--- config.mk ---
export PLATFORM = sky130hd
export DESIGN_NAME = uart_fifo_sync_param
export DESIGN_NICKNAME = d
export VERILOG_FILES = /design/src/rtl/uart_fifo_pkg.sv /design/src/rtl/uart_fifo_ram_sdp.sv /design/src/rtl/uart_fifo_sync_param.sv
export SDC_FILE = /design/constraint.sdc
export NUM_CORES = 1
export LEC_CHECK = 0
export ABC_CLOCK_PERIOD_IN_PS = 4900
export BUFFER_PORTS_ARGS = -buffer_cell sky130_fd_sc_hd__buf_2
export CAP_MARGIN = 40
export CELL_PAD_IN_SITES_DETAIL_PLACEMENT = 1
export CELL_PAD_IN_SITES_GLOBAL_PLACEMENT = 1
export CORE_ASPECT_RATIO = 0.8
export CORE_MARGIN = 4
export CORE_UTILIZATION = 52
export CTS_CLUSTER_SIZE = 30
export DETAILED_ROUTE_END_ITERATION = 12
export PLACE_DENSITY_LB_ADDON = 0.1
export SETUP_SLACK_MARGIN = 0.2
export SLEW_MARGIN = 20
export SYNTH_ARGS = -nofsm -noshare
export SYNTH_HDL_FRONTEND = slang
export SYNTH_SLANG_ARGS = --single-unit
--- constraint.sdc ---
create_clock -name clock -period 4.9 [get_ports clock]
set_input_delay 0.49 -clock clock [delete_from_list [all_inputs] [get_ports clock]]
set_output_delay 0.49 -clock clock [all_outputs]
set_load 0.01 [all_outputs]
--- src/rtl/uart_fifo_pkg.sv ---
// Shared constants and helpers for the UART FIFO family.
package uart_fifo_pkg;

    localparam int FIFO_MODE_REG  = 0;
    localparam int FIFO_MODE_FWFT = 1;

    // Usable in parameter context to size pointers from DEPTH.
    function automatic int clog2(input int value);
        int result;
        result = 0;
        for (int i = 0; i < 31; i++) begin
            if ((1 << result) < value) begin
                result = result + 1;
            end
        end
        return result;
    endfunction

endpackage

--- src/rtl/uart_fifo_ram_sdp.sv ---
// Simple dual-port RAM: one write port, one registered read port, no reset on the array.
module uart_fifo_ram_sdp
    import uart_fifo_pkg::*;
#(
    parameter  int WIDTH = 8,
    parameter  int DEPTH = 128,
    localparam int AW    = clog2(DEPTH)
) (
    input  logic             clock,
    input  logic             wr_en,
    input  logic [AW-1:0]    wr_addr,
    input  logic [WIDTH-1:0] wr_data,
    input  logic             rd_en,
    input  logic [AW-1:0]    rd_addr,
    output logic [WIDTH-1:0] rd_data
);

    logic [WIDTH-1:0] mem [DEPTH];

    // Read returns the old word when both ports hit the same address.
    always_ff @(posedge clock) begin
        if (wr_en) begin
            mem[wr_addr] <= wr_data;
        end
        if (rd_en) begin
            rd_data <= mem[rd_addr];
        end
    end

endmodule

--- src/rtl/uart_fifo_sync_param.sv ---
// Parametrised single-clock FIFO for the UART data paths: count, flags, sticky errors,
// flush, and optional first-word-fall-through read.
module uart_fifo_sync_param
    import uart_fifo_pkg::*;
#(
    parameter  int WIDTH      = 8,
    parameter  int DEPTH      = 128,
    parameter  int FWFT       = 0,
    parameter  int SYNC_RESET = 0,
    localparam int AW         = clog2(DEPTH),
    localparam int CW         = AW + 1
) (
    input  logic             clock,
    input  logic             reset_n,
    input  logic             flush,
    input  logic [WIDTH-1:0] data_in,
    input  logic             write_n,
    input  logic             read_n,
    input  logic [CW-1:0]    level,
    input  logic             clr_err,
    output logic [WIDTH-1:0] data_out,
    output logic [CW-1:0]    count,
    output logic             full,
    output logic             empty,
    output logic             half,
    output logic             overflow,
    output logic             underflow
);

    logic             arst_n;
    logic             srst;
    logic [AW-1:0]    wr_ptr;
    logic [AW-1:0]    rd_ptr;
    logic [AW-1:0]    rd_ptr_nxt;
    logic [CW-1:0]    count_q;
    logic [CW-1:0]    count_nxt;
    logic             rd_acc;
    logic             wr_acc;
    logic             ovf_set;
    logic             unf_set;
    logic             ram_rd_en;
    logic [AW-1:0]    ram_addr;
    logic [WIDTH-1:0] ram_q;
    logic             byp_hit;
    logic             byp_sel;
    logic [WIDTH-1:0] byp_data;
    logic             loaded;

    assign arst_n = (SYNC_RESET != 0) ? 1'b1 : reset_n;
    assign srst   = (SYNC_RESET != 0) && !reset_n;

    assign empty = (count_q == '0);
    assign full  = (count_q == CW'(DEPTH));
    assign half  = (count_q >= level);
    assign count = count_q;

    // A read on an empty FIFO freezes everything, including a same-cycle write.
    assign rd_acc  = !read_n && !empty && !flush;
    assign wr_acc  = !write_n && !flush && !(!read_n && empty) && (!full || rd_acc);
    assign ovf_set = !write_n && !flush && full && !rd_acc;
    assign unf_set = !read_n && !flush && empty;

    assign rd_ptr_nxt = rd_acc ? rd_ptr + AW'(1) : rd_ptr;

    always_comb begin
        count_nxt = count_q;
        if (wr_acc && !rd_acc) begin
            count_nxt = count_q + CW'(1);
        end else if (rd_acc && !wr_acc) begin
            count_nxt = count_q - CW'(1);
        end
    end

    // FWFT keeps the head prefetched; a write landing on the new head bypasses the RAM.
    always_comb begin
        ram_rd_en = 1'b0;
        ram_addr  = rd_ptr;
        byp_hit   = 1'b0;
        if (FWFT == FIFO_MODE_FWFT) begin
            ram_rd_en = !flush && (count_nxt != '0);
            ram_addr  = rd_ptr_nxt;
            byp_hit   = wr_acc && (wr_ptr == rd_ptr_nxt);
        end else begin
            ram_rd_en = rd_acc;
        end
    end

    always_ff @(posedge clock or negedge arst_n) begin
        if (!arst_n) begin
            wr_ptr    <= '0;
            rd_ptr    <= '0;
            count_q   <= '0;
            overflow  <= 1'b0;
            underflow <= 1'b0;
        end else if (srst || flush) begin
            wr_ptr    <= '0;
            rd_ptr    <= '0;
            count_q   <= '0;
            overflow  <= 1'b0;
            underflow <= 1'b0;
        end else begin
            if (wr_acc) begin
                wr_ptr <= wr_ptr + AW'(1);
            end
            rd_ptr    <= rd_ptr_nxt;
            count_q   <= count_nxt;
            overflow  <= ovf_set || (overflow && !clr_err);
            underflow <= unf_set || (underflow && !clr_err);
        end
    end

    always_ff @(posedge clock or negedge arst_n) begin
        if (!arst_n) begin
            loaded   <= 1'b0;
            byp_sel  <= 1'b0;
            byp_data <= '0;
        end else if (srst) begin
            loaded   <= 1'b0;
            byp_sel  <= 1'b0;
            byp_data <= '0;
        end else if (ram_rd_en) begin
            loaded   <= 1'b1;
            byp_sel  <= byp_hit;
            byp_data <= data_in;
        end
    end

    // Until the first load the RAM output is undefined, so present zero.
    assign data_out = !loaded ? '0 : (byp_sel ? byp_data : ram_q);

    uart_fifo_ram_sdp #(
        .WIDTH (WIDTH),
        .DEPTH (DEPTH)
    ) u_ram (
        .clock   (clock),
        .wr_en   (wr_acc && reset_n),
        .wr_addr (wr_ptr),
        .wr_data (data_in),
        .rd_en   (ram_rd_en && reset_n),
        .rd_addr (ram_addr),
        .rd_data (ram_q)
    );

endmodule

After elaboration in Yosys (flattened, before gate mapping)
Memory sizes are Yosys's and may differ from the RTL's. A register that Yosys moved wholly into a read port is not among the register bits.
Cells that the tools add are included.
{ "classes": {"n_addsub": 4, "multipliers": 0, "div_mod_pow": 0, "magnitude_cmp": 1, "eq_ne": 1, "n_shift": 0, "muxes": 12, "bitwise_logic": 0, "reduce_logical": 32} }
{ "op_table": {"columns": ["operator", "count"], "rows": [
  ["8-bit two-way mux", 4],
  ["7-bit two-way mux", 4],
  ["1-bit logical AND", 16],
  ["7-bit by 1-bit adder with 7-bit output, second input constant", 2],
  ["1-bit logical NOT", 9],
  ["8-bit by 1-bit adder with 8-bit output, second input constant", 1],
  ["8-bit equality test, second input constant", 1],
  ["8-bit greater-or-equal comparator", 1],
  ["8-bit logical NOT", 1],
  ["8-bit by 1-bit subtractor with 8-bit output, second input constant", 1],
  ["1-bit two-way mux", 4],
  ["2-bit nonzero test", 2],
  ["1-bit logical OR", 3],
  ["3-bit nonzero test", 1]
]} }
{ "totals": {"ff_bits": 25, "latchBits": 0, "ramBits": 1024, "rom_bits": 0, "in_bits": 22, "wordCells": 57, "n_memories": 1} }
{ "memory_table": {"columns": ["name", "words", "width", "read_ports", "rd_clocked_by_memory_dff", "write_ports", "line", "text"], "rows": [
  ["u_ram.mem", 128, 8, 1, 1, 1, "uart_fifo_ram_sdp.sv:18", "logic [WIDTH-1:0] mem [DEPTH];"]
]} }

Depth between registers and ports, before layout
Gate-level depths: netlist of run 1.
{ "depth": {"depth_word": 11, "mapped_depth": 11} }

Modules after synthesis
Synthesis of run 1 repeated with hierarchy kept, for this count alone.
{ "hier_totals": {"hier_cells": 1813, "area_unflattened_um2": 41459.8} }
{ "modules_own_cells": {"columns": ["mod", "n_inst", "cells_per_inst", "area_per_inst_um2", "seq_area_each_um2"], "rows": [
  ["uart_fifo_ram_sdp", 1, 1635, 39745.6, 30989.7],
  ["uart_fifo_sync_param", 1, 178, 1714.1, 625.6]
]} }

Least setup slack after synthesis of run 1
OpenSTA, ideal clock, no wires.
{ "synth_path": {"path_kind": "register to register", "from": "reg count_q[3], in the netlist count[3]", "to": "reg count_q[7], in the netlist count[7]", "setup_time_ns": 0.125, "arrival_ns": 3.051, "path_slack_ns": 1.724, "path_stages_with_launch": 12, "n_path_buf": 0, "cell_sequence": "dfrtp_1 > nor4_2 > a31oi_2 > nor2b_4 > inv_1 > ha_1 > a21oi_1 > o211ai_1 > a2111oi_0 > nor3_1 > mux2i_1 > mux2_2"} }
{ "synth_via": {"elab_chain_len": 9, "elab_cells_between_ends": 21, "classes_between": "add/sub: 2; eq/ne: 1; mux: 3; reduce/logical: 15"} }
{ "synth_lines": {"columns": ["item", "line", "text"], "rows": [
  ["start, declared", "uart_fifo_sync_param.sv:35", "logic [CW-1:0] count_q;"],
  ["start signal, assigned", "uart_fifo_sync_param.sv:106", "count_q <= count_nxt;"],
  ["parallel branches: the longest is 9 deep, another holds 8-bit by 1-bit subtractor with 8-bit output", null, null]
]} }
Parallel ways; which one is timed is not known. The select of a mux whose other input is x is not followed.
A chain may end at the register's enable or synchronous reset.

==> results of run 1 <==
sequential cells by signal (all words and copies together) (netlist names):
signal / count
underflow: 1
u_ram.mem: 1024
count: 8
wr_ptr: 7
u_ram.rd_data: 8
loaded: 1
ram_addr: 7
overflow: 1
logic make-up (layout without fill, tap and decap cells):
group / Yosys count / in the layout
AND/OR/NAND/NOR: 309 / 309
adder cells (fa/ha/maj): 17 / 17
XOR/XNOR: 15 / 15
AO/OA/AOI/OAI: 215 / 215
flip-flops: 1057 / 1057
multiplexers: 334 / 334
buffers and inverters: 129 / 359
other: 0 / 1
per-stage QoR:
stage	total power [mW]	setup slack [ns]
after floorplan	12.5	1.72
after global placement	13.5	1.13
after detailed placement	13.5	1.11
after CTS	21.0	1.09
after global routing	21.6	0.944
final	20.8	1.01
repair_timing:
| item | in CTS | in global routing |
|---|---|---|
| resized for setup | 0 | 0 |
| setup endpoints to repair | 0 | 0 |
| hold buffers | 1 | 0 |
| hold endpoints to repair | 25 | 0 |
final cells by class:
type,instances,area (sq um),share of cell area (%)
Sequential cell,1057,31600,67.6
Multi-Input combinational cell,890,9360,20.0
Clock buffer,131,2780,5.94
Tap cell,1034,1290,2.77
Timing Repair Buffer,159,1290,2.75
Clock inverter,50,350,0.749
Inverter,19,71.3,0.152
Antenna cell,1,2.50,0.00535
metal layers:
layer  up-vias  share of wire, %  GRT usage [%]
met5         -             0.064              0
met4         2               2.7           7.40
met3       164               7.5           5.45
met2       900                46           39.9
met1     11400                43           38.6
li1       8840                 -              -
Yosys cell counts (all sizes together) (10+ instances only):
cell    number  area (sq um)
a221oi      10          93.8
a211oi      26           195
o221ai      12           105
and2        12          75.1
clkbuf      27           101
edfxtp    1032         31000
nand2       55           206
nor2b       12          82.6
a21oi       41           205
nor2       173           649
dfrtp       25           626
a22oi       53           408
inv         19          71.3
a22o        11          96.3
ha          16           200
nand3       18           100
mux2i      115          1150
nor3        15          80.1
mux4       214          4840
o22ai       13          81.3
buf         83           566
o21ai       12          60.1
power groups by stage:
| stage | logic, mW | registers (mW) | clock network [mW] |
|---|---|---|---|
| after floorplan | 2.32 | 10.2 | 0 |
| after global placement | 3.14 | 10.3 | 0 |
| after detailed placement | 3.19 | 10.3 | 0 |
| after CTS | 3.20 | 10.1 | 7.60 |
| after global routing | 3.39 | 10.2 | 8.01 |
| final | 3.16 | 10.1 | 7.48 |
critical path: cells and delay by family, from the launching register on:
family	cells	cell delay, ns
AO/OA/AOI/OAI	2	1.11
flip-flops	1	0.94
multiplexers	2	0.86
buffers and inverters	1	0.56
AND/OR/NAND/NOR	1	0.10
worst paths after layout:
check,from,endpoint,slack [ns],cells past startpoint
setup / recovery,ram_addr[0]$_DFFE_PN0P_,u_ram.rd_data[4]$_DFFE_PP_,1.01,6
hold / removal,data_in[3],u_ram.mem[22][3]$_DFFE_PP_,0.05,1
setup reg to reg,ram_addr[0]$_DFFE_PN0P_,u_ram.rd_data[4]$_DFFE_PP_,1.01,6
hold reg to reg,overflow$_DFF_PN0_,overflow$_DFF_PN0_,0.53,2
max in group asynchronous,reset_n,ram_addr[2]$_DFFE_PN0P_,4.03,2
min in group asynchronous,reset_n,count[2]$_DFFE_PN0P_,0.38,2
==> summary.txt, run 1 <==
fin. max-slew vios = 0
Sw Ratio = 24.8%
register bit total from synthesis = 1057
Setup Skew = 0.0198 ns
largest family of logic cells by synthesized area = multiplexers
post-route ant nets = 0
Site Rows = 92
Static Leak = 14.5 nW
Clock power frac = 36.0%
post-CTS setup buffer count = 0
die area = 84800 sq um
Crit path required time = 5.29 ns
Critical Path Max Stage Delay = 0.94 ns
vias in the first global route = 22000
Sequential Power Share = 48.8%
drt first pass iters = 5
CP Max Fanout = 39
total number of vias = 21300
setup TNS = 0 ns
net switching power = 5.16 mW
element type at the critical path start = flip-flop
Chip Height = 261 um
power per cell area = 444 nW/um^2
Synth Area in XOR/XNOR = 0.315%
layout cells sized above 1 = 22.9%
clock buffer depth = 3
H-tree levels = 3
Layout Area Growth over Synthesis = 12.2%
# fillers = 6691
ys flop type = edfxtp_1
overall routing resource usage = 26.0%
hold crit path type = in -> reg
multiplexer share of the synthesized area = 14.5%
mean post-synth cell area = 20.1 sq um
Worst Setup Path Type = reg -> reg
wire length per cell = 32.7 um
initial antenna violation count = 0
DRT iter0 DRCs = 2711
cell area after synthesis = 41700 sq um
fmax = 0.257 GHz
placed instance area = 43300 sq um
hpwl dp = 68800 um
commonest non-fill, non-tap cell in the layout = edfxtp_1
status = completed
Fin. Hold Viols = 0
Slew headroom = 35.7%
minimum hold slack = 0.0511 ns
Adder-Cell Fraction of Synth Area = 0.528%
fin crit share = 79.4%
commonest cells after routing, fill and taps aside = edfxtp_1, mux4_2, nor2_1, mux2i_1, buf_4
pin count of the biggest net entering global routing = 60
Inst Count DP = 3124
Final GP Congestion = 0.819
VDD IR max = 0.309 mV
IO Pins = 43
CP arrival = 4.28 ns
die width = 325 um
Congestion Overflow GR = 0
Reg clk slew, reported paths = 0.07 ns
Internal Pwr Total = 15.6 mW
total core area = 79100 sq um
max-cap viol count = 0
Synth Area in Compound Gates = 3.76%
Post-Synth Simple-Gate Area = 3.27%
Finished Layout Cells = 3341
routed wire length = 109000 um
Root Buffer = clkbuf_16
Final setup violation count = 0
Vias/cell = 6.38
CP cell instances = buf_4, mux4_2, mux2i_1, o21ai_0, a211oi_1, nor2_1
fin nets = 2268
clock buffer count from CTS = 102
Starting Density = 52.7%
critical path capture point type = flip-flop
EDFF count, synth = 1032
final instance area = 46800 sq um
CTS Sinks = 1057
Least-Margin Pin Slew = 0.954 ns
clk_lat worst skew = 0.68 ns
Post-Synthesis Net Count = 2115
CP max stage cell = dfrtp_4
post-layout minimum cycle time = 3.89 ns
Port Buffer Count = 42
CTS tree = done
Distinct cells, synth = 64
global-route wire length before repair = 159000 um
post-synthesis sequential area ratio = 75.9%
power share of the combinational group = 15.2%
RSZ-0062 raised after global routing = no
DRC viols = 0
Synth Warn # = 0
cell count after synthesis = 2076
Async SR Flop Fraction = 2.37%
Util after Layout = 59.1%
(Power assumes the default switching activity.)
==> run 2, diff against run 1 <==
--- a/config.mk
+++ b/config.mk
@@ -5,14 +5,14 @@
 export SDC_FILE = /design/constraint.sdc
 export NUM_CORES = 1
 export LEC_CHECK = 0
-export ABC_CLOCK_PERIOD_IN_PS = 4900
+export ABC_CLOCK_PERIOD_IN_PS = 3500
 export BUFFER_PORTS_ARGS = -buffer_cell sky130_fd_sc_hd__buf_2
 export CAP_MARGIN = 40
 export CELL_PAD_IN_SITES_DETAIL_PLACEMENT = 1
 export CELL_PAD_IN_SITES_GLOBAL_PLACEMENT = 1
 export CORE_ASPECT_RATIO = 0.8
 export CORE_MARGIN = 4
-export CORE_UTILIZATION = 52
+export CORE_UTILIZATION = 50
 export CTS_CLUSTER_SIZE = 30
 export DETAILED_ROUTE_END_ITERATION = 12
 export PLACE_DENSITY_LB_ADDON = 0.1
==> constraint.sdc (replaced) <==
create_clock -name clock -period 3.5 [get_ports clock]
set_input_delay 0.35 -clock clock [delete_from_list [all_inputs] [get_ports clock]]
set_output_delay 0.35 -clock clock [all_outputs]
set_load 0.01 [all_outputs]
==> run 2 against run 1 <==
Compared with the run above:
- sequential share of layout area shrank 1.7 points
- via count grew 2.1%
- cell count grew 5.9%
- sequential power grew 40%
- sequential cell count is the same
- clock power grew 42%
- die area grew 3.9%
==> summary.txt, run 2 (synthesis results as in run 1) <==
VDD IR max = 0.484 mV
Multi-input gate area = 9370 sq um
CTS tree = done
Chip Height = 266 um
Setup Skew = 0.0265 ns
DRC viols = 0
flop2flop setup slack = 0.36 ns
commonest cells after routing, fill and taps aside = edfxtp_1, buf_4, mux4_2, nor2_1, mux2i_1
fin. max-slew vios = 0
# fillers = 7094
H-tree levels = 3
clock buffer depth = 3
pin count of the biggest net entering global routing = 81
critical path capture point type = flip-flop
Biggest register = u_ram.mem
element type at the critical path start = flip-flop
fin nets = 2391
RSZ-0062 raised after global routing = yes
Reg clk slew, reported paths = 0.06 ns
clk_lat worst skew = 0.68 ns
drt first pass iters = 5
Slew headroom = 37.2%
hpwl dp = 70500 um
register area = 31600 sq um
max reg flops = 1024
Port Buffer Count = 42
Congestion Overflow GR = 0
hold crit path type = in -> reg
global-route wire length before repair = 161000 um
Antenna diodes = 0
Layout Area Growth over Synthesis = 15.1%
total number of vias = 21800
post-layout minimum cycle time = 3.14 ns
Final setup violation count = 0
minimum hold slack = 0.0562 ns
Worst Setup Path Type = reg -> reg
total core area = 82400 sq um
Starting Density = 50.6%
vias in the first global route = 22800
CTS Sinks = 1057
post-route ant nets = 0
max-cap viol count = 0
Crit path required time = 4.06 ns
fin crit share = 89.7%
power per cell area = 615 nW/um^2
die width = 331 um
overall routing resource usage = 25.4%
setup TNS = 0 ns
IO Pins = 43
CP arrival = 3.70 ns
routed wire length = 110000 um
initial antenna violation count = 0
Least-Margin Pin Slew = 0.932 ns
layout cells sized above 1 = 27.0%
wire length per cell = 31.0 um
Final GP Congestion = 0.835
DRT iter0 DRCs = 2331
Vias/cell = 6.15
Fin. Hold Viols = 0
fmax = 0.319 GHz
CP Max Fanout = 6
clock buffer count from CTS = 103
Root Buffer = clkbuf_16
commonest non-fill, non-tap cell in the layout = edfxtp_1
Site Rows = 94
Static Leak = 15.2 nW
Design Power = 29.5 mW
die area = 88100 sq um
status = completed
==> run 2: critical path, stage by stage (launching register included) <==
cell,delay (ns)
dfrtp_1,0.45
nor4_4,0.31
buf_4,0.19
a31oi_2,0.12
nor2b_4,0.18
inv_2,0.10
ha_1,0.32
inv_1,0.07
o211ai_1,0.26
a2111oi_1,0.12
nor3_1,0.31
mux2i_1,0.25
mux2_2,0.35
==> run 2: worst paths after layout <==
| kind | startpoint | depth (start not counted) | end |
|---|---|---|---|
| min reg2reg | underflow$_DFF_PN0_ | 2 | underflow$_DFF_PN0_ |
| max reg2reg | count[5]$_DFFE_PN0P_ | 12 | count[7]$_DFFE_PN0P_ |
| max in group asynchronous | reset_n | 3 | ram_addr[0]$_DFFE_PN0P_ |
| min in group asynchronous | reset_n | 2 | count[1]$_DFFE_PN0P_ |
| max | count[5]$_DFFE_PN0P_ | 12 | count[7]$_DFFE_PN0P_ |
| min | read_n | 4 | underflow$_DFF_PN0_ |
==> run 2: metrics by stage <==
stage	cells	utilization, %	worst slack [ns]	instance area (sq um)
6_report	3539	58.2	0.362	48000
5_1_grt	3539	58.2	0.162	48000
4_1_cts	3535	58.1	0.201	47900
3_5_place_dp	3345	54.2	0.211	44700
3_3_place_gp	3342	54.1	0.159	44600
2_1_floorplan	2076	-	0.324	41700
==> run 2: power breakdown <==
part	switching [mW]	internal, mW
Clock	4.70	5.90
Combinational	2.59	2.23
Sequential	0.134	14.0
Total	7.42	22.1
==> run 2: routing by layer <==
layer | global-route usage, % | part of all wire (%) | routed length [um]
met5 | 0 | 0 | 0
met4 | 6.16 | 2.2 | 2440
met3 | 4.12 | 5.8 | 6390
met2 | 39.8 | 48 | 52400
met1 | 38.2 | 44 | 48300
==> run 2: what timing repair did <==
action / in CTS / in global routing
setup buffers: 0 / 2
resized for setup: 0 / 6
endpoints found under the hold margin: 15 / 0
setup endpoints to repair: 0 / 3
hold buffers: 2 / 0
==> run 2: layout make-up <==
class | instances | area share [%]
clock inverter | 64 | 1.07
inverter | 19 | 0.149
multi-input combinational | 890 | 19.5
tap | 1104 | 2.88
sequential | 1057 | 65.9
clock buffer | 124 | 5.58
timing repair buffer | 281 | 4.85
